### src/rtl/gf180mcu_osu_sc_12t_cellbist4_if.sv
// Tester-side bundle for the 4-input cell BIST: sweep control, the cell
// under test (VEC out, Y_DUT back) and the sweep result registers.
interface gf180mcu_osu_sc_12t_cellbist4_if #(
  parameter int NIN = 4
);
  logic           START;
  logic           ABORT;
  logic           Y_DUT;
  logic [NIN-1:0] VEC;
  logic           BUSY;
  logic           DONE;
  logic           PASS;
  logic [NIN:0]   ERRCNT;
  logic [NIN-1:0] FIRSTFAIL;
  logic           FAILVALID;

  // The BIST sequencer owns the vector and result side.
  modport master (
    input  START, ABORT, Y_DUT,
    output VEC, BUSY, DONE, PASS, ERRCNT, FIRSTFAIL, FAILVALID
  );

  // The test controller / cell harness side.
  modport slave (
    output START, ABORT, Y_DUT,
    input  VEC, BUSY, DONE, PASS, ERRCNT, FIRSTFAIL, FAILVALID
  );
endinterface

### src/rtl/gf180mcu_osu_sc_12t_cellbist4.sv
// Exhaustive-sweep BIST for one NIN-input combinational cell: applies every
// vector, waits SETTLE cycles, compares Y_DUT against EXP_TT and logs errors.
module gf180mcu_osu_sc_12t_cellbist4 #(
  parameter int                     NIN    = 4,
  parameter int                     SETTLE = 2,
  parameter logic [(1<<NIN)-1:0]    EXP_TT = 16'h007F
) (
  input  logic CLK,
  input  logic RN,
  gf180mcu_osu_sc_12t_cellbist4_if.master bus
);

  typedef enum logic [1:0] {
    ST_IDLE,
    ST_WAIT,
    ST_CHECK,
    ST_DONE
  } state_t;

  localparam logic [NIN-1:0] VEC_LAST   = {NIN{1'b1}};
  localparam logic [NIN-1:0] VEC_ONE    = NIN'(1);
  localparam logic [NIN:0]   ERR_ZERO   = '0;
  localparam logic [NIN:0]   ERR_ONE    = (NIN+1)'(1);
  localparam logic [3:0]     SETTLE_CNT = 4'(SETTLE);
  localparam logic [3:0]     CNT_ONE    = 4'd1;
  // With no settle time every cycle is a compare cycle.
  localparam state_t         ST_NEXT_VEC = (SETTLE == 0) ? ST_CHECK : ST_WAIT;

  state_t         state_q;
  logic [3:0]     cnt_q;
  logic [NIN-1:0] vec_q;
  logic           busy_q;
  logic           done_q;
  logic           pass_q;
  logic [NIN:0]   errcnt_q;
  logic [NIN-1:0] firstfail_q;
  logic           failvalid_q;

  logic           mismatch;
  logic [NIN:0]   errcnt_nxt;

  function automatic logic [NIN:0] err_accum(input logic [NIN:0] cnt,
                                             input logic         miss);
    return miss ? (cnt + ERR_ONE) : cnt;
  endfunction

  assign mismatch   = (bus.Y_DUT != EXP_TT[vec_q]);
  assign errcnt_nxt = err_accum(errcnt_q, mismatch);

  always_ff @(posedge CLK or negedge RN) begin
    if (!RN) begin
      state_q     <= ST_IDLE;
      cnt_q       <= '0;
      vec_q       <= '0;
      busy_q      <= 1'b0;
      done_q      <= 1'b0;
      pass_q      <= 1'b0;
      errcnt_q    <= '0;
      firstfail_q <= '0;
      failvalid_q <= 1'b0;
    end else if (bus.ABORT) begin
      // Partial error results are kept for post-mortem inspection.
      state_q <= ST_IDLE;
      cnt_q   <= '0;
      vec_q   <= '0;
      busy_q  <= 1'b0;
      done_q  <= 1'b0;
      pass_q  <= 1'b0;
    end else begin
      case (state_q)
        ST_IDLE, ST_DONE: begin
          if (bus.START) begin
            state_q     <= ST_NEXT_VEC;
            cnt_q       <= SETTLE_CNT;
            vec_q       <= '0;
            busy_q      <= 1'b1;
            done_q      <= 1'b0;
            pass_q      <= 1'b0;
            errcnt_q    <= '0;
            firstfail_q <= '0;
            failvalid_q <= 1'b0;
          end
        end

        ST_WAIT: begin
          cnt_q <= cnt_q - CNT_ONE;
          if (cnt_q == CNT_ONE) begin
            state_q <= ST_CHECK;
          end
        end

        ST_CHECK: begin
          errcnt_q <= errcnt_nxt;
          if (mismatch && !failvalid_q) begin
            firstfail_q <= vec_q;
            failvalid_q <= 1'b1;
          end
          if (vec_q == VEC_LAST) begin
            state_q <= ST_DONE;
            busy_q  <= 1'b0;
            done_q  <= 1'b1;
            pass_q  <= (errcnt_nxt == ERR_ZERO);
          end else begin
            state_q <= ST_NEXT_VEC;
            cnt_q   <= SETTLE_CNT;
            vec_q   <= vec_q + VEC_ONE;
          end
        end

        default: begin
          state_q <= ST_IDLE;
          busy_q  <= 1'b0;
          done_q  <= 1'b0;
        end
      endcase
    end
  end

  assign bus.VEC       = vec_q;
  assign bus.BUSY      = busy_q;
  assign bus.DONE      = done_q;
  assign bus.PASS      = pass_q;
  assign bus.ERRCNT    = errcnt_q;
  assign bus.FIRSTFAIL = firstfail_q;
  assign bus.FAILVALID = failvalid_q;

endmodule

### src/flat_wrapper.sv
// flat-port wrapper written by rule: the top's interface ports become plain ports
module gf180mcu_osu_sc_12t_cellbist4_flat 
#(
  parameter int                     NIN    = 4,
  parameter int                     SETTLE = 2,
  parameter logic [(1<<NIN)-1:0]    EXP_TT = 16'h007F
)
  (CLK, RN, bus_START, bus_ABORT, bus_Y_DUT, bus_VEC, bus_BUSY, bus_DONE, bus_PASS, bus_ERRCNT, bus_FIRSTFAIL, bus_FAILVALID);
  gf180mcu_osu_sc_12t_cellbist4_if #(.NIN(NIN)) bus_i ();
  input  logic CLK;
  input  logic RN;
  input wire logic [$bits(bus_i.START)-1:0] bus_START;
  input wire logic [$bits(bus_i.ABORT)-1:0] bus_ABORT;
  input wire logic [$bits(bus_i.Y_DUT)-1:0] bus_Y_DUT;
  output wire logic [$bits(bus_i.VEC)-1:0] bus_VEC;
  output wire logic [$bits(bus_i.BUSY)-1:0] bus_BUSY;
  output wire logic [$bits(bus_i.DONE)-1:0] bus_DONE;
  output wire logic [$bits(bus_i.PASS)-1:0] bus_PASS;
  output wire logic [$bits(bus_i.ERRCNT)-1:0] bus_ERRCNT;
  output wire logic [$bits(bus_i.FIRSTFAIL)-1:0] bus_FIRSTFAIL;
  output wire logic [$bits(bus_i.FAILVALID)-1:0] bus_FAILVALID;
  assign bus_i.START = bus_START;
  assign bus_i.ABORT = bus_ABORT;
  assign bus_i.Y_DUT = bus_Y_DUT;
  assign bus_VEC = bus_i.VEC;
  assign bus_BUSY = bus_i.BUSY;
  assign bus_DONE = bus_i.DONE;
  assign bus_PASS = bus_i.PASS;
  assign bus_ERRCNT = bus_i.ERRCNT;
  assign bus_FIRSTFAIL = bus_i.FIRSTFAIL;
  assign bus_FAILVALID = bus_i.FAILVALID;
  gf180mcu_osu_sc_12t_cellbist4 #(.NIN(NIN), .SETTLE(SETTLE), .EXP_TT(EXP_TT)) u_core (.CLK(CLK), .RN(RN), .bus(bus_i));
endmodule
### config.mk
export PLATFORM = sky130hd
export DESIGN_NAME = gf180mcu_osu_sc_12t_cellbist4_flat
export DESIGN_NICKNAME = d
export VERILOG_FILES = /design/src/rtl/gf180mcu_osu_sc_12t_cellbist4_if.sv /design/src/rtl/gf180mcu_osu_sc_12t_cellbist4.sv /design/src/flat_wrapper.sv
export SDC_FILE = /design/constraint.sdc
export NUM_CORES = 1
export LEC_CHECK = 0
export BUFFER_PORTS_ARGS = -buffer_cell sky130_fd_sc_hd__buf_4
export CAP_MARGIN = 40
export CELL_PAD_IN_SITES_DETAIL_PLACEMENT = 1
export CELL_PAD_IN_SITES_GLOBAL_PLACEMENT = 1
export CORE_MARGIN = 4
export CORE_UTILIZATION = 42
export CTS_CLUSTER_DIAMETER = 80
export DETAILED_ROUTE_END_ITERATION = 12
export GPL_TIMING_DRIVEN = 0
export PLACE_DENSITY = 0.88
export SYNTH_ARGS = -nofsm -noshare
export SYNTH_HDL_FRONTEND = slang
export SYNTH_SLANG_ARGS = --single-unit
### constraint.sdc
create_clock -name CLK -period 2.1 [get_ports CLK]
set_input_delay 0.42 -clock CLK [delete_from_list [all_inputs] [get_ports CLK]]
set_output_delay 0.42 -clock CLK [all_outputs]
set_load 0.02 [all_outputs]
Word level (Yosys, flattened, before mapping)
Memory sizes are Yosys's and may differ from the RTL's.
Index checks and enable logic that the tools add are counted.

word-level totals
  bits of input ports = 5
  latch bits = 0
  memory bits (writable) = 0
  logic and storage cells = 72
  memories kept = 1
  ROM bits = 16
  register bits = 23

memory list
  name              words  bits a word  rd ports  clocked after Yosys merged registers in  write ports  line                                 source
  (name not given)  16     1            1         0                                        0            gf180mcu_osu_sc_12t_cellbist4.sv:47  assign mismatch = (bus.Y_DUT != EXP_TT[vec_q]);

cells by class
  shift-type cells = 0
  div/mod/pow operators = 0
  magnitude comparators = 1
  add/subtract/negate cells = 3
  muxes and demuxes = 32
  $mul = 0
  bitwise operators = 1
  reductions and logical operators = 13
  equality and inequality tests = 12

operator list
  kind                                                         number
  two-way mux 4 bit                                            7
  one-hot mux 4 bit (2 select lines)                           2
  one-hot mux 4 bit (3 select lines)                           1
  two-way mux 1 bit                                            10
  two-way mux 5 bit                                            2
  one-hot mux 5 bit (2 select lines)                           1
  AND reduction 3 bit                                          3
  two-way mux 2 bit                                            4
  one-hot mux 1 bit (2 select lines)                           4
  != test 3 x 2 -> 1 bit (second input constant)               2
  != test 3 bit (second input constant)                        2
  one-hot mux 2 bit (3 select lines)                           1
  adder 5 x 1 -> 5 bit (second input constant)                 1
  logical NOT 5 bit                                            1
  less-than comparator 4 x 5 -> 1 bit (second input constant)  1
  adder 4 x 1 -> 4 bit (second input constant)                 1
  == test 2 bit (second input constant)                        2
  == test 4 x 1 -> 1 bit (second input constant)               1
  == test 4 bit (second input constant)                        1
  AND reduction 2 bit                                          2
  AND reduction 4 bit                                          1
  subtractor 4 x 1 -> 4 bit (second input constant)            1
  nonzero test 3 bit                                           1
  == test 2 x 1 -> 1 bit (second input constant)               1
  other kinds (9)                                              9

Logic depth before layout (Yosys ltp)
Gate-level depths: netlist (run 1).

  depth after elaboration = 8
  mapped depth = 8
  depth with buffers taken out = 7

Worst setup path after synthesis (run 1)
Ideal clock, no wire load.

  path type = reg2reg
  start point = reg u_core.vec_q[0], in the netlist u_core.bus.VEC[0]
  end point = reg u_core.pass_q, in the netlist u_core.bus.PASS
  required time = 1996 ps
  buffers on the path = 0
  stages on the path, launching flop included = 7
  arrival = 1669 ps
  path slack = 327 ps
  cells stage by stage = dfrtp_1 > ha_1 > a21oi_4 > nor2_1 > o32ai_1 > a21oi_1 > o41ai_2

between the ends
  word-level cells in the longest chain between the ends = 8
  elaborated cells between the ends (all ways) = 11
  those cells by class = 3 x eq/ne; 5 x mux; 2 x reduce/logical; 1 x memory

RTL lines
  item                                     line                                  source
  start: declaration                       gf180mcu_osu_sc_12t_cellbist4.sv:31   logic [NIN-1:0] vec_q;
  start signal: assignment                 gf180mcu_osu_sc_12t_cellbist4.sv:106  vec_q <= vec_q + VEC_ONE;
  memory read (16 x 1 bit)                 -
  two-way mux 1 bit (implied by the code)  gf180mcu_osu_sc_12t_cellbist4.sv:47
  != test 1 bit                            gf180mcu_osu_sc_12t_cellbist4.sv:47
  two-way mux 5 bit                        gf180mcu_osu_sc_12t_cellbist4.sv:44   return miss ? (cnt + ERR_ONE) : cnt;
  logical NOT 5 bit                        gf180mcu_osu_sc_12t_cellbist4.sv:102  pass_q <= (errcnt_nxt == ERR_ZERO);
  two-way mux 1 bit                        gf180mcu_osu_sc_12t_cellbist4.sv:98   if (vec_q == VEC_LAST) begin
  one-hot mux 1 bit (2 select lines)       gf180mcu_osu_sc_12t_cellbist4.sv:70   case (state_q)
  two-way mux 1 bit                        gf180mcu_osu_sc_12t_cellbist4.sv:61   end else if (bus.ABORT) begin
  end signal: assignment                   gf180mcu_osu_sc_12t_cellbist4.sv:102
  end: declaration                         gf180mcu_osu_sc_12t_cellbist4.sv:34   logic pass_q;

Parallel ways exist; a longest one is shown, timed or not. The select of a mux whose other input is x is not followed.
A chain may end at the register's enable or synchronous reset.

Final worst setup path (run 1)
  start point = reg u_core.vec_q[1], in the netlist u_core.bus.VEC[1]
  end point = reg u_core.pass_q, in the netlist u_core.bus.PASS

Same word-level chain as after synthesis.

==> run metrics, run 1 <==
clock skew=between 0.008 and 0.009 ns; CTS buffer count=3; YS warnings=0; post-placement cell area=roughly 1600 um2; worst path required time=between 2 and 2.5 ns; CTS tree=done; WL per Instance=about 16 um; crit path DAT=approximately 2.2 ns; Synth Instances=~150; DP Wirelength=2710 um; Achievable Freq=roughly 0.51 GHz; vias=around 1200; share of the synthesized area in the top cell type=a little over two fifths; pin count of the biggest net entering global routing=24; antenna cells=0; FFs w/ async S/R, synth=between 90% and 100%; ANT nets after route=0; Mapped Area=about 1400 um2; critical-path cell list=ha_1 > a21oi_4 > nor2_1 > o32ai_1 > a21oi_1 > o41ai_2; Area Growth Syn to Fin=18.6%; Core ar.=approximately 3000 um2; clk_lat worst skew=0.31 ns; Tmin final=1.95 ns; clk sinks=23; Max clock buf depth=2; GR Overflow Total=0; I/O Pins=22; Initial Util=about 44%; pre-CTS WS=between 0.0009 and 0.001 ns; slew margin rel.=between 60 and 70%; Seq/Total Area, Yosys=42.2%; Die H=65.0 um; width of the die=around 65 um; synth top area cells=dfrtp_1, ha_1, nor2_1; layout cells sized above 1=19.0%; max incr delay on CP=between 0.4 and 0.5 ns; Max stage delay cell, worst path=dfrtp_1; Pleak=roughly 0.76 nW; Crit Path Class=flop to flop; post-synth cell types=32; DRT iter0 DRCs=between 60 and 70; Total GRT Usage=a little under a fifth; placed cell count=between 200 and 250; kind of end point of the critical path=flop; final hold vios=0; H-tree depth=1; Tcrit/Tclk final=~93%; Worst-Margin Slew=0.533 ns; GPL Wtd Cong=0.767; mean area per synthesized cell=between 8 and 9 um2; vias in the first global route=1310; Finished Layout Cells=223; Post-synth top flop=dfrtp_1; Final Max Slew Viols=0; DR pass1 iterations=4; Max-Cap Viols=0; Final Instance Area=between 1500 and 2000 um2; DRT Wirelength=3540 um; status=finished clean; top-count cell post-synth=dfrtp_1; commonest cells in the netlist=dfrtp_1, nor2_1, nand2_1, a21oi_1, o21ai_0; setup bufs post-CTS=0; Worst setup SP type=flop; port buffer count=21; Pwr Density=829 nW/um2; Die ar.=roughly 4200 um2; synthesis-stage register bit count=23; Hold/Removal Path Class=input port to flop; Setup WS post-layout=about 0.15 ns; RSZ-0062 raised after global routing=false; hold slack=approximately 0.44 ns; drc violations=0; Worst Path Max Fanout=6; Yosys top cell by area=dfrtp_1; num rows=20; peak supply drop=0.416 mV; EDFF count, synth=0; clk slew on worst S/H paths=0.12 ns; Avg Vias per Cell=approximately 5.5; clock root cell=clkbuf_4; initial antenna violation count=0; syn nets=approximately 170; endpoints failing setup=0; Post-Route Setup TNS=0 ns; Layout Nets=roughly 190; first-pass GRT wire length=6090 um
==> flip-flops by register name, summed over array words and instances (netlist names), 2 cells and up <==
name                  cells
u_core.bus.ERRCNT         5
u_core.bus.FIRSTFAIL      4
u_core.bus.VEC            4
u_core.cnt_q              4
u_core.state_q            2
==> layout make-up <==
cell class | instances | area (um2)
tap | 44 | 55.1
inverter | 6 | 22.5
clock buffer | 4 | 26.3
multi-input combinational | 120 | 753
buffer | 4 | 16.3
sequential | 23 | 577
fill | 378 | 1460
timing repair buffer | 22 | 168
==> routing by layer <==
layer,vias to the layer above,share of wire (%),track usage [%]
li1,588,-,-
met1,610,46,23.3
met2,28,49,32.6
met3,4,3.7,2.43
met4,0,0.79,3.96
met5,-,0,0
==> power breakdown <==
part	switching [mW]	internal, mW
clock network	0.131	0.0742
logic	0.355	0.201
registers	0.0722	0.508
total	0.558	0.783
==> stage by stage <==
| step | utilization (%) | power, mW |
|---|---|---|
| finish | 52.6 | 1.34 |
| global route | 52.6 | 1.44 |
| CTS | 52.5 | 1.35 |
| detailed placement | 51.2 | 1.13 |
| global placement | 51.2 | 1.08 |
| floorplan | - | 0.946 |
==> cells in the final DEF, fill, tap and decap left out, types with 2 or more instances in the layout <==
master | synthesis | layout
o21ai_0 | 12 | 12
nor3_1 | 2 | 2
nand3_1 | 2 | 2
inv_1 | 6 | 6
nor2_1 | 21 | 21
dfrtp_1 | 23 | 22
nand4_1 | 5 | 5
clkbuf_4 | 0 | 3
xor2_1 | 3 | 3
a22oi_1 | 5 | 5
ha_1 | 7 | 7
nand2b_1 | 5 | 5
nand2_1 | 20 | 19
buf_4 | 0 | 21
clkbuf_1 | 5 | 4
mux2i_1 | 4 | 4
a21oi_1 | 14 | 13
xnor2_1 | 4 | 4
==> final timing paths <==
| kind | startpoint | endpoint | slack [ns] | cells past startpoint |
|---|---|---|---|---|
| worst max register to register | u_core.bus.VEC[1] | u_core.bus.PASS | 0.15 | 6 |
| worst min-delay path | bus_ABORT | u_core.bus.PASS | 0.44 | 3 |
| max in group asynchronous | RN | u_core.bus.VEC[0] | 1.31 | 2 |
| min in group asynchronous | RN | u_core.cnt_q[0] | 0.52 | 2 |
| worst max-delay path | u_core.bus.VEC[1] | u_core.bus.PASS | 0.15 | 6 |
| worst min register to register | u_core.state_q[1] | u_core.state_q[1] | 0.55 | 2 |
==> what timing repair did <==
action / 4_1_cts / 5_1_grt
pin swaps: 0 / 0
endpoints found under the hold margin: 23 / 0
hold buffers: 1 / 0
resized for setup: 1 / 4
setup endpoints to repair: 1 / 15
==> cells by family after synthesis <==
| kind of cell | Yosys count | synth area share [%] |
|---|---|---|
| AND/OR/NAND/NOR | 61 | 21.3 |
| AO/OA/AOI/OAI | 40 | 18.8 |
| flip-flops | 23 | 42.2 |
| buffers and inverters | 11 | 3.03 |
| XOR/XNOR | 7 | 4.50 |
| adder cells (fa/ha/maj) | 7 | 6.42 |
| multiplexers | 5 | 3.76 |
==> worst max-delay path: cells and delay by family (launching register included) <==
family          cells  cell delay (ns)
compound gates      4             1.06
flops               1             0.48
simple gates        1             0.07
fa+ha+maj           1             0.25
(Power assumes the default switching activity.)
==> run 2, diff against run 1 <==
--- a/config.mk
+++ b/config.mk
@@ -15,6 +15,7 @@
 export DETAILED_ROUTE_END_ITERATION = 12
 export GPL_TIMING_DRIVEN = 0
 export PLACE_DENSITY = 0.88
+export RECOVER_POWER = 25
 export SYNTH_ARGS = -nofsm -noshare
 export SYNTH_HDL_FRONTEND = slang
 export SYNTH_SLANG_ARGS = --single-unit
==> run 2 against run 1 <==
Effect of this change:
- register-to-register slack is essentially flat
- design area decreased by 0.23%
- sequential share of layout area up 0.083 points
- combinational power about the same
- clock power about the same
- flip-flop and latch count did not move
- cell count stayed put
- total power fell by 0.11%
- non-clock buffer count is the same
- routed wire length decreased by 0.11%
- critical path type unchanged
- highest routed layer unchanged
==> run metrics, run 2 (synthesis gave the netlist of run 1 again) <==
status=finished clean (unchanged); Initial Util=44.3% (unchanged); vias in the first global route=1310 (unchanged); ANT nets after route=0 (unchanged); Achievable Freq=0.512 GHz (about the same); clk sinks=23 (unchanged); pre-CTS WS=0.000942 ns (unchanged); max reg flops=5 (unchanged); initial antenna violation count=0 (unchanged); Tmin final=1.95 ns (about the same); final hold vios=0 (unchanged); RSZ-0062 raised after global routing=false (unchanged); clock root cell=clkbuf_4 (unchanged); Hold/Removal Path Class=input port to flop (unchanged); port buffer count=21 (unchanged); Core ar.=3080 um2 (unchanged); slew margin rel.=14.3% (was 64.2%); DR pass1 iterations=4 (unchanged); antenna cells=0 (unchanged); I/O Pins=22 (unchanged); Bufs and invs on worst path=0 (unchanged); Final Max Slew Viols=0 (unchanged); endpoints failing setup=0 (unchanged); WL per Instance=15.9 um (about the same); Die H=65.0 um (unchanged); Area Growth Syn to Fin=18.3% (was 18.6%); num rows=20 (unchanged); vias=1230 (unchanged); Finished Layout Cells=223 (unchanged); pin count of the biggest net entering global routing=24 (unchanged); Die ar.=4220 um2 (unchanged); clk_lat worst skew=0.31 ns (about the same); peak supply drop=0.416 mV (about the same); clock skew=0.00854 ns (was 0.00883 ns); Tcrit/Tclk final=92.9% (was 93.0%); Worst setup SP type=flop (unchanged); Layout Nets=192 (unchanged); Post-Route Setup TNS=0 ns (unchanged); Worst-Margin Slew=1.29 ns (was 0.533 ns); commonest non-fill, non-tap cell in the layout=dfrtp_1 (unchanged); Total GRT Usage=18.2% (unchanged); clk slew on worst S/H paths=0.12 ns (about the same); GR Overflow Total=0 (unchanged); CTS tree=done (unchanged); Max clock buf depth=2 (unchanged); kind of end point of the critical path=flop (unchanged); DRT iter0 DRCs=67 (unchanged); Crit Path Class=flop to flop (unchanged); DP Wirelength=2710 um (unchanged); width of the die=65.0 um (unchanged); most frequent cells in the layout=dfrtp_1, nor2_1, buf_4 (unchanged); Pleak=0.759 nW (was 0.762 nW); H-tree depth=1 (unchanged); critical-path cell list=ha_1 > a21oi_4 > nor2_1 > o32ai_1 > a21oi_1 > o41ai_2 (unchanged); Max-Cap Viols=0 (unchanged); drc violations=0 (unchanged); first-pass GRT wire length=6090 um (unchanged); Power, Total=1.34 mW (about the same); Setup WS post-layout=0.148 ns (about the same); filler instances=379 (was 378); worst path required time=2.31 ns (about the same); DRT Wirelength=3540 um (about the same); CTS buffer count=3 (unchanged); Pwr Density=830 nW/um2 (was 829 nW/um2); Worst Path Max Fanout=6 (unchanged); Avg Vias per Cell=5.52 (unchanged); max incr delay on CP=0.48 ns (about the same); placed cell count=219 (unchanged); layout cells sized above 1=18.4% (was 19.0%); Max stage delay cell, worst path=dfrtp_1 (unchanged); delay-heaviest family, CP=compound AO/OA/AOI/OAI gates (unchanged); crit path DAT=2.16 ns (about the same); GPL Wtd Cong=0.767 (unchanged); hold slack=0.442 ns (was 0.441 ns)
[run 2: changes by cell type in the layout (fill, tap and decap cells not counted), sizes merged]
cell    previous run  this run
buf               21        20
clkbuf             8         9
[run 2: where the power goes]
group / switching, mW / internal (mW) / total [mW]
clock: 0.130 / 0.0742 / 0.204
sequential: 0.0722 / 0.508 / 0.580
combinational: 0.355 / 0.200 / 0.555
[run 2: timing repair]
action,in CTS,in global routing
endpoints found under the hold margin,23,0
hold buffers,1,0
gates resized for setup,1,4
endpoints found under the setup margin,1,15
gates cloned,0,0
setup buffers,0,0
[run 2: worst reg2reg max path, delay by kind of cell, from the launching register on]
family	cells	cell delay, ns
and+or+nand+nor	1	0.08
DFF	1	0.48
AOI/OAI and AO/OA	4	1.07
adders and majority gates	1	0.25
[run 2: area by class of cell]
class	instances	area [um2]	area share (%)
flip-flops and latches	23	577	35.7
plain buffers	4	16.3	1.01
well taps	44	55.1	3.41
repair buffers	22	164	10.2
clock buffers	4	26.3	1.63
multi-input cells	120	753	46.7
inverters	6	22.5	1.40
[run 2: routing by layer]
layer  wire length, um  GRT usage, %  up-vias
li1                  -             -      589
met1              1630          23.3      607
met2              1750          32.6       30
met3               137          2.43        4
met4                28          3.96        0
met5                 0             0        -
[run 2: path summary, 6_finish.rpt]
kind                                   startpoint                 to  slack [ns]  depth (start not counted)
worst max-delay path            u_core.bus.VEC[1]    u_core.bus.PASS        0.15                          6
worst min-delay path                    bus_ABORT    u_core.bus.PASS        0.44                          3
worst max register to register  u_core.bus.VEC[1]    u_core.bus.PASS        0.15                          6
worst min register to register  u_core.state_q[1]  u_core.state_q[1]        0.55                          2
max in group asynchronous                      RN  u_core.bus.VEC[0]        0.35                          2
min in group asynchronous                      RN    u_core.cnt_q[0]        0.90                          2
[run 2: per-stage QoR]
stage | cell area, um2 | utilization [%]
6_report | 1610 | 52.4
5_1_grt | 1610 | 52.4
4_1_cts | 1620 | 52.5
3_5_place_dp | 1580 | 51.2
3_3_place_gp | 1580 | 51.2
2_1_floorplan | 1360 | -
